--- src/rtl/ex_multicycle_sequencer.sv ---
// EX-stage issue/complete sequencer: serialises one operation at a time to N
// multi-cycle functional units, with flush, per-operation timeout and a completion count.
module ex_multicycle_sequencer #(
   parameter int DATA_W  = 32,
   parameter int N_UNITS = 3,
   parameter int SEL_W   = 2,
   parameter int TIMEOUT = 64,
   parameter int CNT_W   = 16
) (
   input  logic                        clk,
   input  logic                        rst,
   input  logic                        req_valid_i,
   input  logic [SEL_W-1:0]            req_unit_i,
   input  logic                        flush_i,
   output logic [N_UNITS-1:0]          unit_start_o,
   input  logic [N_UNITS-1:0]          unit_valid_i,
   input  logic [N_UNITS*DATA_W-1:0]   unit_result_i,
   output logic [DATA_W-1:0]           result_o,
   output logic                        result_valid_o,
   output logic                        err_o,
   output logic                        ex_ready_o,
   output logic                        busy_o,
   output logic [CNT_W-1:0]            done_cnt_o
);

   localparam int              TO_W    = (TIMEOUT > 1) ? $clog2(TIMEOUT) : 1;
   localparam logic [TO_W-1:0] TO_LAST = (TIMEOUT > 0) ? TO_W'(TIMEOUT - 1) : '0;
   localparam logic [SEL_W:0]  N_LIMIT = (SEL_W+1)'(N_UNITS);

   localparam logic [1:0] S_IDLE = 2'd0;
   localparam logic [1:0] S_WAIT = 2'd1;
   localparam logic [1:0] S_DONE = 2'd2;

   logic [1:0]          state;
   logic [SEL_W-1:0]    sel;
   logic [TO_W-1:0]     wait_cnt;
   logic                sel_valid;
   logic [DATA_W-1:0]   sel_result;
   logic [N_UNITS-1:0]  start_vec;
   logic                req_legal;

   // Only the selected unit is visible; every other unit's valid is ignored.
   always_comb begin
      sel_valid  = 1'b0;
      sel_result = '0;
      start_vec  = '0;
      for (int unsigned k = 0; k < N_UNITS; k++) begin
         if (sel == SEL_W'(k)) begin
            sel_valid  = unit_valid_i[k];
            sel_result = unit_result_i[k*DATA_W +: DATA_W];
         end
         if (req_unit_i == SEL_W'(k)) start_vec[k] = 1'b1;
      end
   end

   assign req_legal = {1'b0, req_unit_i} < N_LIMIT;

   always_ff @(posedge clk) begin
      if (rst) begin
         state        <= S_IDLE;
         sel          <= '0;
         wait_cnt     <= '0;
         unit_start_o <= '0;
         result_o     <= '0;
         err_o        <= 1'b0;
         done_cnt_o   <= '0;
      end else begin
         unit_start_o <= '0;
         if (flush_i) begin
            state <= S_IDLE;
         end else begin
            case (state)
               S_IDLE: begin
                  if (req_valid_i) begin
                     if (req_legal) begin
                        sel          <= req_unit_i;
                        unit_start_o <= start_vec;
                        wait_cnt     <= '0;
                        state        <= S_WAIT;
                     end else begin
                        result_o <= '0;
                        err_o    <= 1'b1;
                        state    <= S_DONE;
                     end
                  end
               end
               S_WAIT: begin
                  if (sel_valid) begin
                     result_o <= sel_result;
                     err_o    <= 1'b0;
                     state    <= S_DONE;
                     if (done_cnt_o != '1) done_cnt_o <= done_cnt_o + CNT_W'(1);
                  end else if ((TIMEOUT != 0) && (wait_cnt == TO_LAST)) begin
                     result_o <= '0;
                     err_o    <= 1'b1;
                     state    <= S_DONE;
                  end else begin
                     wait_cnt <= wait_cnt + TO_W'(1);
                  end
               end
               S_DONE:  state <= S_IDLE;
               default: state <= S_IDLE;
            endcase
         end
      end
   end

   assign result_valid_o = (state == S_DONE);
   assign busy_o         = (state != S_IDLE);

   always_comb begin
      case (state)
         S_IDLE:  ex_ready_o = !req_valid_i;
         S_WAIT:  ex_ready_o = 1'b0;
         S_DONE:  ex_ready_o = 1'b1;
         default: ex_ready_o = 1'b0;
      endcase
   end

endmodule
--- config.mk ---
export PLATFORM = sky130hd
export DESIGN_NAME = ex_multicycle_sequencer
export DESIGN_NICKNAME = d
export VERILOG_FILES = /design/src/rtl/ex_multicycle_sequencer.sv
export SDC_FILE = /design/constraint.sdc
export NUM_CORES = 1
export LEC_CHECK = 0
export CAP_MARGIN = 10
export CORE_MARGIN = 10
export CORE_UTILIZATION = 37
export CTS_CLUSTER_DIAMETER = 80
export DETAILED_ROUTE_END_ITERATION = 10
export PLACE_DENSITY = 0.77
export SYNTH_ARGS = -nofsm -noshare
export SYNTH_HDL_FRONTEND = slang
export SYNTH_SLANG_ARGS = --single-unit
--- constraint.sdc ---
create_clock -name clk -period 1.6 [get_ports clk]
set_input_delay 0.32 -clock clk [delete_from_list [all_inputs] [get_ports clk]]
set_output_delay 0.32 -clock clk [all_outputs]
set_load 0.02 [all_outputs]
# == Word-level counts from Yosys, hierarchy flattened ==
# Cells that the tools add are included.
# W data, S select, Z words.
# totals
register_bits,62
input_bits,105
output_inout_bits,55
word_cells,71
# op_classes
n_addsub,2
magnitude_cmp,1
n_eq_ne,14
muxes,30
bitwise,4
reduce_logical,13
# ops
cell,n
$mux W32,7
$pmux W32 S2,1
$mux W6,4
$add A16 B1 Y16 const B,1
$ne A16 B16 Y1 const B,1
$pmux W6 S2,1
$mux W1,10
$ne A2 B2 Y1 const B,5
$mux W2,4
$reduce_and A4 Y1,2
$add A6 B1 Y6 const B,1
$eq A2 B1 Y1 const B,3
$eq A2 B2 Y1 const B,3
$eq A6 B6 Y1 const B,1
$logic_not A2 Y1,3
$reduce_and A6 Y1,1
$reduce_and A5 Y1,1
$reduce_or A5 Y1,1
$not A1 Y1,4
$pmux W1 S2,2
$pmux W2 S2,1
$reduce_bool A2 Y1,2
$ne A3 B3 Y1 const B,1
$lt A2 B2 Y1 const B,1
3 further kinds,3

# == Logic depth before layout (Yosys ltp) ==
# Gate-level depths: netlist of the first run.
# depth
word_depth,6
mapped_depth,9

# == Worst setup path after synthesis of the first run ==
# Ideal clock, no wire load.
# synth_timing
kind,register to register
from,reg done_cnt_o[0]
to,reg done_cnt_o[7]
setup_ns,0.070
t_arrival_ns,1.731
required_ns,1.530
setup_slack_ns,-0.202
stages_incl_launch_ff,8
synth_period_minus_slack_ns,1.802
path_cell_list,dfxtp_1 > ha_1 > and3_1 > nand4bb_1 > nand3_1 > clkbuf_1 > or3_1 > a21oi_1
# synth_via
elab_chain_len,2
word_cells_on_any_way,3
cone_classes,1 x add/sub; 1 x eq/ne; 1 x reduce/logical
# synth_rtl
item,line,source
start: declaration,23,output logic [CNT_W-1:0] done_cnt_o
start signal: assignment,92,if (done_cnt_o != '1) done_cnt_o <= done_cnt_o + CNT_W'(1);
branches (longest 2 deep; another with $add A16 B1 Y16),-,
# Parallel ways; which one is timed is not known.
# A chain may end at the register's enable or synchronous reset.

# == Worst setup path in the final report of the first run ==
# layout_timing
from,reg sel[1]
to,reg result_o[30]
# layout_via
elab_chain_len,6
word_cells_on_any_way,13
cone_classes,3 x eq/ne; 8 x mux; 2 x reduce/logical
# layout_rtl
item,line,source
start: declaration,35,logic [SEL_W-1:0] sel;
start signal: assignment,76,sel <= req_unit_i;
$logic_not A2 Y1,48,if (sel == SEL_W'(k)) begin
$mux W1 or $mux W32 (tied branches) (3 in series),48,
$ne A3 B3 Y1 (no source line) or $mux W32 (tied branches),-,
$reduce_and A5 Y1 (no source line) or $pmux W32 S2 (tied branches),-,
end signal: assignment,89,result_o <= sel_result;
end: declaration,18,"output logic [DATA_W-1:0] result_o,"
# Several ways; a longest one is shown, not always the timed one.

==> results of run 1 <==
## tightest hold or removal path: cells and delay by family
family	cells	cell delay, ps
AO/OA/AOI/OAI	1	50
buffers and inverters	2	350
## stage by stage
| stage | power, mW | instances |
|---|---|---|
| floorplan | 1.878 | 402 |
| global placement | 2.274 | 700 |
| detailed placement | 2.289 | 700 |
| CTS | 3.572 | 720 |
| global route | 3.739 | 726 |
| finish | 3.584 | 726 |
## per-layer routing
layer,vias up,global-route usage
met5,-,0
met4,0,0.06588
met3,30,0.06719
met2,126,0.3154
met1,1838,0.1928
li1,1899,-
## cells in the final DEF, fill, tap and decap left out, types with 3 or more instances in the layout
cell type / netlist / final
o21ai_0: 8 / 5
a21oi_2: 0 / 3
nand2_1: 16 / 14
clkdlybuf4s50_1: 0 / 101
dlymetal6s2s_1: 0 / 4
nand4_1: 4 / 4
dfxtp_1: 62 / 49
buf_2: 9 / 3
and3_1: 3 / 3
nor2_1: 50 / 48
clkbuf_8: 0 / 12
o31ai_2: 0 / 6
or3_1: 5 / 4
buf_4: 1 / 60
inv_1: 9 / 9
nand3_1: 9 / 7
a21oi_1: 46 / 42
dfxtp_2: 0 / 11
buf_12: 0 / 3
buf_8: 0 / 3
buf_6: 0 / 4
nor3_1: 6 / 4
or4_1: 5 / 3
dlygate4sd2_1: 0 / 50
o31ai_1: 37 / 30
nand2b_1: 4 / 3
nand3b_1: 32 / 32
mux2i_1: 38 / 37
## layout make-up
type	instances	area share
clock buffer	13	0.02804
timing repair buffer	233	0.3693
clock inverter	1	0.0008309
inverter	9	0.005609
tap	108	0.02243
multi-input combinational	300	0.3641
sequential	62	0.2096
## power breakdown
| part | internal, mW | leakage (nW) | switching, mW |
|---|---|---|---|
| clock network | 0.671 | 0.0914 | 0.583 |
| logic | 0.458 | 1.93 | 0.311 |
| registers | 1.55 | 0.507 | 0.00968 |
## worst paths after layout
path | cells past startpoint | from | end
max reg2reg | 8 | sel[1] | result_o[30]
max | 8 | sel[1] | result_o[30]
min reg2reg | 2 | result_o[10] | result_o[10]
min | 3 | rst | done_cnt_o[5]
## flip-flops by register name, indices dropped and copies added (netlist names)
signal,flops
err_o,1
done_cnt_o,16
sel,2
result_o,32
state,2
wait_cnt,6
unit_start_o,3
## repair_timing
item	4_1_cts	5_1_grt
buffers inserted	4	4
pin swaps	10	9
resized for setup	86	37
setup endpoints to repair	97	63
gates cloned	2	2
## kinds of logic after synthesis
kind of cell	count (synthesis)
buf+inv	40
compound gates	105
mux	40
xor+xnor	2
flops	62
simple gates	151
fa+ha+maj	2
==> results.sh, run 1 <==
export IMPL_netlist_instances=402
export IMPL_io_buffers=159
export IMPL_top_layer_used="met4"
export IMPL_dp_slack_ps=-477.8
export IMPL_max_cap_violations=0
export IMPL_min_path_type="in2reg"
export IMPL_root_buffer="clkbuf_8"
export IMPL_drive_gt1_frac=0.2427
export IMPL_multi_input_area_sq_um=2193
export IMPL_antenna_found_initial=0
export IMPL_dieArea_sq_um=13310
export IMPL_cp_start_kind="register"
export IMPL_die_h_um=115.4
export IMPL_worst_slew_pin_transition_ps=359.2
export IMPL_drt_iter0_drc=206
export IMPL_path_max_fanout=8
export IMPL_whs_ps=430.3
export IMPL_ant_nets=0
export IMPL_grt_max_degree=34
export IMPL_place_congestion=0.8321
export IMPL_die_w_um=115.4
export IMPL_min_period_over_period=1.075
export IMPL_synth_area_leaders="dfxtp_1, mux2i_1, o31ai_1, nand3b_1, a21oi_1"
export IMPL_slew_violations=0
export IMPL_crit_type="reg2reg"
export IMPL_final_util=0.6840
export IMPL_routed_via_count=3893
export IMPL_syn_area_sq_um=3364
export IMPL_core_sq_um=8806
export IMPL_crit_family="buffers and inverters"
export IMPL_cpMostUsedCell="buf_12"
export IMPL_ctsHoldBuffers=0
export IMPL_arrival_ps=1960
export IMPL_wl_met2_mm=6.532
export IMPL_synth_top_cell_area_share=0.3689
export IMPL_synth_flop_cell="dfxtp_1"
export IMPL_layout_setup_ws_ps=-119.3
export IMPL_synth_compound_area_frac=0.2019
export IMPL_syn_avg_cell_area_sq_um=8.369
export IMPL_hold_viol=0
export IMPL_overflow=0
export IMPL_skew_ps=6.674
export IMPL_synth_adder_area_share=0.007438
export IMPL_vdd_drop_max_uv=362.1
export IMPL_met1Wirelength_mm=4.963
export IMPL_synth_edf_count=0
export IMPL_grt_pass1_vias=4022
export IMPL_nFillCells=712
export IMPL_synth_top_family_by_area="simple AND/OR/NAND/NOR gates"
export IMPL_regArea_sq_um=1262
export IMPL_setup_viol=45
export IMPL_rsz0062_at_grt="true"
export IMPL_synthMuxAreaShare=0.1197
export IMPL_wl_per_cell_um=17.58
export IMPL_ys_seq_area_frac=0.3689
export IMPL_crit_path_top_delay_cell="dfxtp_4"
export IMPL_dr_pass1_iters=4
export IMPL_cp_required_ps=1840
export IMPL_crit_path_end_kind="register"
export IMPL_synth_common_cells="dfxtp_1, nor2_1, a21oi_1"
export IMPL_start_util=0.3821
export IMPL_areaGrowthSynthToFinish_pct=79.03
export IMPL_grt_pass1_wl_mm=19.36
export IMPL_yosysMostFrequentCell="dfxtp_1"
export IMPL_p_leak_nw=2.526
export IMPL_wl_met3_um=964
export IMPL_cts_max_level=3
export IMPL_tritoncts="done"
export IMPL_min_period_ps=1719
export IMPL_route_detailed_drc=0
export IMPL_cts_path_max_buffers=2
export IMPL_synthXorXnorAreaFrac=0.005206
export IMPL_numCtsBuffers=9
export IMPL_violations="negative setup slack"
export IMPL_outcome="finished, violations left"
export IMPL_wl_mm=12.77
export IMPL_row_count=34
export IMPL_path_cells="mux2i_4 -> o2bb2ai_4 -> buf_6 -> o21ai_4 -> buf_12 -> buf_12 -> nand3b_1 -> o31ai_4"
export IMPL_path_buf_inv=3
export IMPL_dpl_instance_area_sq_um=5527
export IMPL_synth_top_area_cell="dfxtp_1"
export IMPL_fmax_ghz=0.5816
export IMPL_insertion_delay_ps=330
export IMPL_tns_ps=-2824
export IMPL_postSynth_asyncResetShare=0
export IMPL_final_cell_area_sq_um=6023
export IMPL_avgViaCountPerCell=5.362
export IMPL_ys_warn_count=0
export IMPL_synth_cell_type_count=43
export IMPL_synth_simple_area_share=0.2477
export IMPL_max_stage_delay_ps=390
export IMPL_dp_hpwl_mm=9.735
export IMPL_relSlewSlack=0.7605
export IMPL_io_pin_count=160
export IMPL_syn_nets=509
export IMPL_track_usage=0.1796
export IMPL_clkSinkCount=62
export IMPL_clkTransAtPathRegs_ps=70
export IMPL_pwr_density_cell_nw_per_um2=595.0
export IMPL_rrSetupSlack_ps=-120
export IMPL_antenna_cells=0
export IMPL_ys_seq_elements=62
export IMPL_fin_nets=722
No activity file was read; power rests on OpenSTA's default activity.
==> run 2, diff against run 1 <==
--- a/config.mk
+++ b/config.mk
@@ -6,7 +6,7 @@
 export NUM_CORES = 1
 export LEC_CHECK = 0
 export CAP_MARGIN = 10
-export CORE_MARGIN = 10
+export CORE_MARGIN = 8
 export CORE_UTILIZATION = 37
 export CTS_CLUSTER_DIAMETER = 80
 export DETAILED_ROUTE_END_ITERATION = 10
==> run 2 against run 1 <==
  * The flow still finishes with violations (negative setup slack)
  * Combinational power about the same
  * Clock power up 26%
  * Wire length increased by 1.2%
  * Clock-buffer cell count down 1
  * Critical path depth is the same
  * Setup slack worse by 52 ps
  * Final cell count did not move
  * Largest power group is now clock
  * Critical endpoint is now wait_cnt[5]
  * Maximum frequency shrank 2.9%
==> results.sh, run 2 (same netlist as run 1, synthesis figures left out) <==
export IMPL_outcome="finished, violations left"
export IMPL_violations="negative setup slack"
export IMPL_largest_register="result_o"
export IMPL_dp_cells=692
export IMPL_dp_hpwl_mm=8.866
export IMPL_final_cell_mix="clkdlybuf4s50_1, dfxtp_1, buf_4, dlygate4sd2_1, nor2_1"
export IMPL_cp_start_kind="primary input"
export IMPL_die_w_um=111.4
export IMPL_largest_reg_flops=32
export IMPL_rrSetupSlack_ps=-160
export IMPL_dr_pass1_iters=5
export IMPL_die_h_um=111.4
export IMPL_hold_viol=0
export IMPL_overflow=0
export IMPL_areaGrowthSynthToFinish_pct=81.55
export IMPL_io_pin_count=160
export IMPL_r2r_start="sel[0]"
export IMPL_track_usage=0.1824
export IMPL_whs_ps=322.5
export IMPL_cts_path_max_buffers=2
export IMPL_worstReg2RegEnd="done_cnt_o[6]"
export IMPL_path_buf_inv=3
export IMPL_cpMostUsedCell="buf_4"
export IMPL_worst_slew_pin_transition_ps=429.2
export IMPL_ff2ff_path_depth=8
export IMPL_grt_max_degree=46
export IMPL_wl_mm=12.92
export IMPL_routed_via_count=3970
export IMPL_min_period_over_period=1.107
export IMPL_grt_pass1_vias=4027
export IMPL_core_sq_um=9021
export IMPL_clkTransAtPathRegs_ps=70
export IMPL_fmax_ghz=0.5647
export IMPL_start_util=0.3730
export IMPL_relSlewSlack=0.7139
export IMPL_max_cap_violations=0
export IMPL_arrival_ps=1980
export IMPL_drive_gt1_frac=0.2264
export IMPL_crit_family="buffers and inverters"
export IMPL_max_stage_delay_ps=490
export IMPL_fin_nets=716
export IMPL_place_congestion=0.8805
export IMPL_slew_violations=0
export IMPL_root_buffer="clkbuf_8"
export IMPL_dieArea_sq_um=12400
export IMPL_antenna_found_initial=1
export IMPL_hold_depth=3
export IMPL_crit_path_start="req_valid_i"
export IMPL_hold_path_endpoint="unit_start_o[2]"
export IMPL_ctsHoldBuffers=0
export IMPL_drt_iter0_drc=144
export IMPL_io_buffers=159
export IMPL_layout_commonest_cell="clkdlybuf4s50_1"
export IMPL_cp_required_ps=1810
export IMPL_clkSinkCount=62
export IMPL_layout_setup_ws_ps=-171.0
export IMPL_worstHoldStart="req_unit_i[0]"
export IMPL_crit_path_top_delay_cell="clkdlybuf4s50_1"
export IMPL_final_cells=726
export IMPL_p_leak_nw=2.597
export IMPL_numCtsBuffers=9
export IMPL_path_cells="clkdlybuf4s50_1 -> a21boi_0 -> buf_4 -> o21ai_0 -> nor4_1 -> buf_4 -> a21oi_1 -> o21a_1"
export IMPL_rsz0062_at_grt="true"
export IMPL_top_regs="result_o (32), done_cnt_o (16), wait_cnt (6)"
export IMPL_skew_ps=16.81
export IMPL_regArea_sq_um=1259
export IMPL_pwr_density_cell_nw_per_um2=638.6
export IMPL_fin_total_pwr_mw=3.901
export IMPL_dp_slack_ps=-535.3
export IMPL_min_period_ps=1771
export IMPL_insertion_delay_ps=330
export IMPL_min_path_type="in2reg"
export IMPL_final_util=0.6771
export IMPL_cts_max_level=3
export IMPL_route_detailed_drc=0
export IMPL_grt_pass1_wl_mm=19.04
export IMPL_tritoncts="done"
export IMPL_nFillCells=733
export IMPL_multi_input_area_sq_um=2267
export IMPL_ant_nets=0
export IMPL_wl_per_cell_um=17.80
export IMPL_vdd_drop_max_uv=603.2
export IMPL_avgViaCountPerCell=5.468
export IMPL_crit_type="in2reg"
export IMPL_setup_viol=44
export IMPL_crit_path_end_kind="register"
export IMPL_path_max_fanout=4
export IMPL_row_count=35
==> run 2: how the worst max path moves through the flow <==
| stage | slack [ps] | endpoint | cells past startpoint |
|---|---|---|---|
| after floorplan | -70 | done_cnt_o[13] | 6 |
| after global placement | -450 | done_cnt_o[8] | 6 |
| after detailed placement | -540 | done_cnt_o[8] | 6 |
| after CTS | -150 | done_cnt_o[9] | 5 |
| after global routing | -210 | wait_cnt[5] | 7 |
| final | -170 | wait_cnt[5] | 8 |
==> run 2: metrics by stage <==
step | setup TNS (ps) | cell area, sq um
final | -3284 | 6108
after global routing | -6774 | 6108
after CTS | -3841 | 5712
after detailed placement | -23030 | 5460
after global placement | -20340 | 5460
after floorplan | -339.0 | 3450
==> run 2: tightest hold or removal path, cell delays in order <==
cell	delay [ps]
dlymetal6s2s_1	110
buf_6	120
nor4b_1	40
==> run 2: timing repair <==
action                                  CTS  global route
endpoints found under the setup margin  101            62
gates cloned                              0             4
pin swaps                                 7            13
setup buffers                             6             7
resized for setup                        66            58
==> run 2: area by class of cell <==
cell class	instances	share of cell area
flip-flops and latches	62	0.2061
multi-input cells	301	0.3712
inverters	9	0.005531
diodes	1	0.0004097
clock buffers	12	0.02540
repair buffers	226	0.3572
well taps	111	0.02274
clock inverters	4	0.01147
==> run 2: metal layers <==
layer  track usage  vias up  routed length (um)
li1              -     1896                   -
met1        0.1947     1892                5030
met2        0.3315      156                6742
met3       0.05376       26                 875
met4       0.06489        0                 274
met5             0        -                   0
==> run 2: where the power goes <==
| part | internal, mW | switching (mW) | total, mW |
|---|---|---|---|
| logic | 0.450 | 0.318 | 0.768 |
| clock network | 0.959 | 0.613 | 1.57 |
| registers | 1.55 | 0.00961 | 1.56 |
| total | 2.96 | 0.940 | 3.90 |
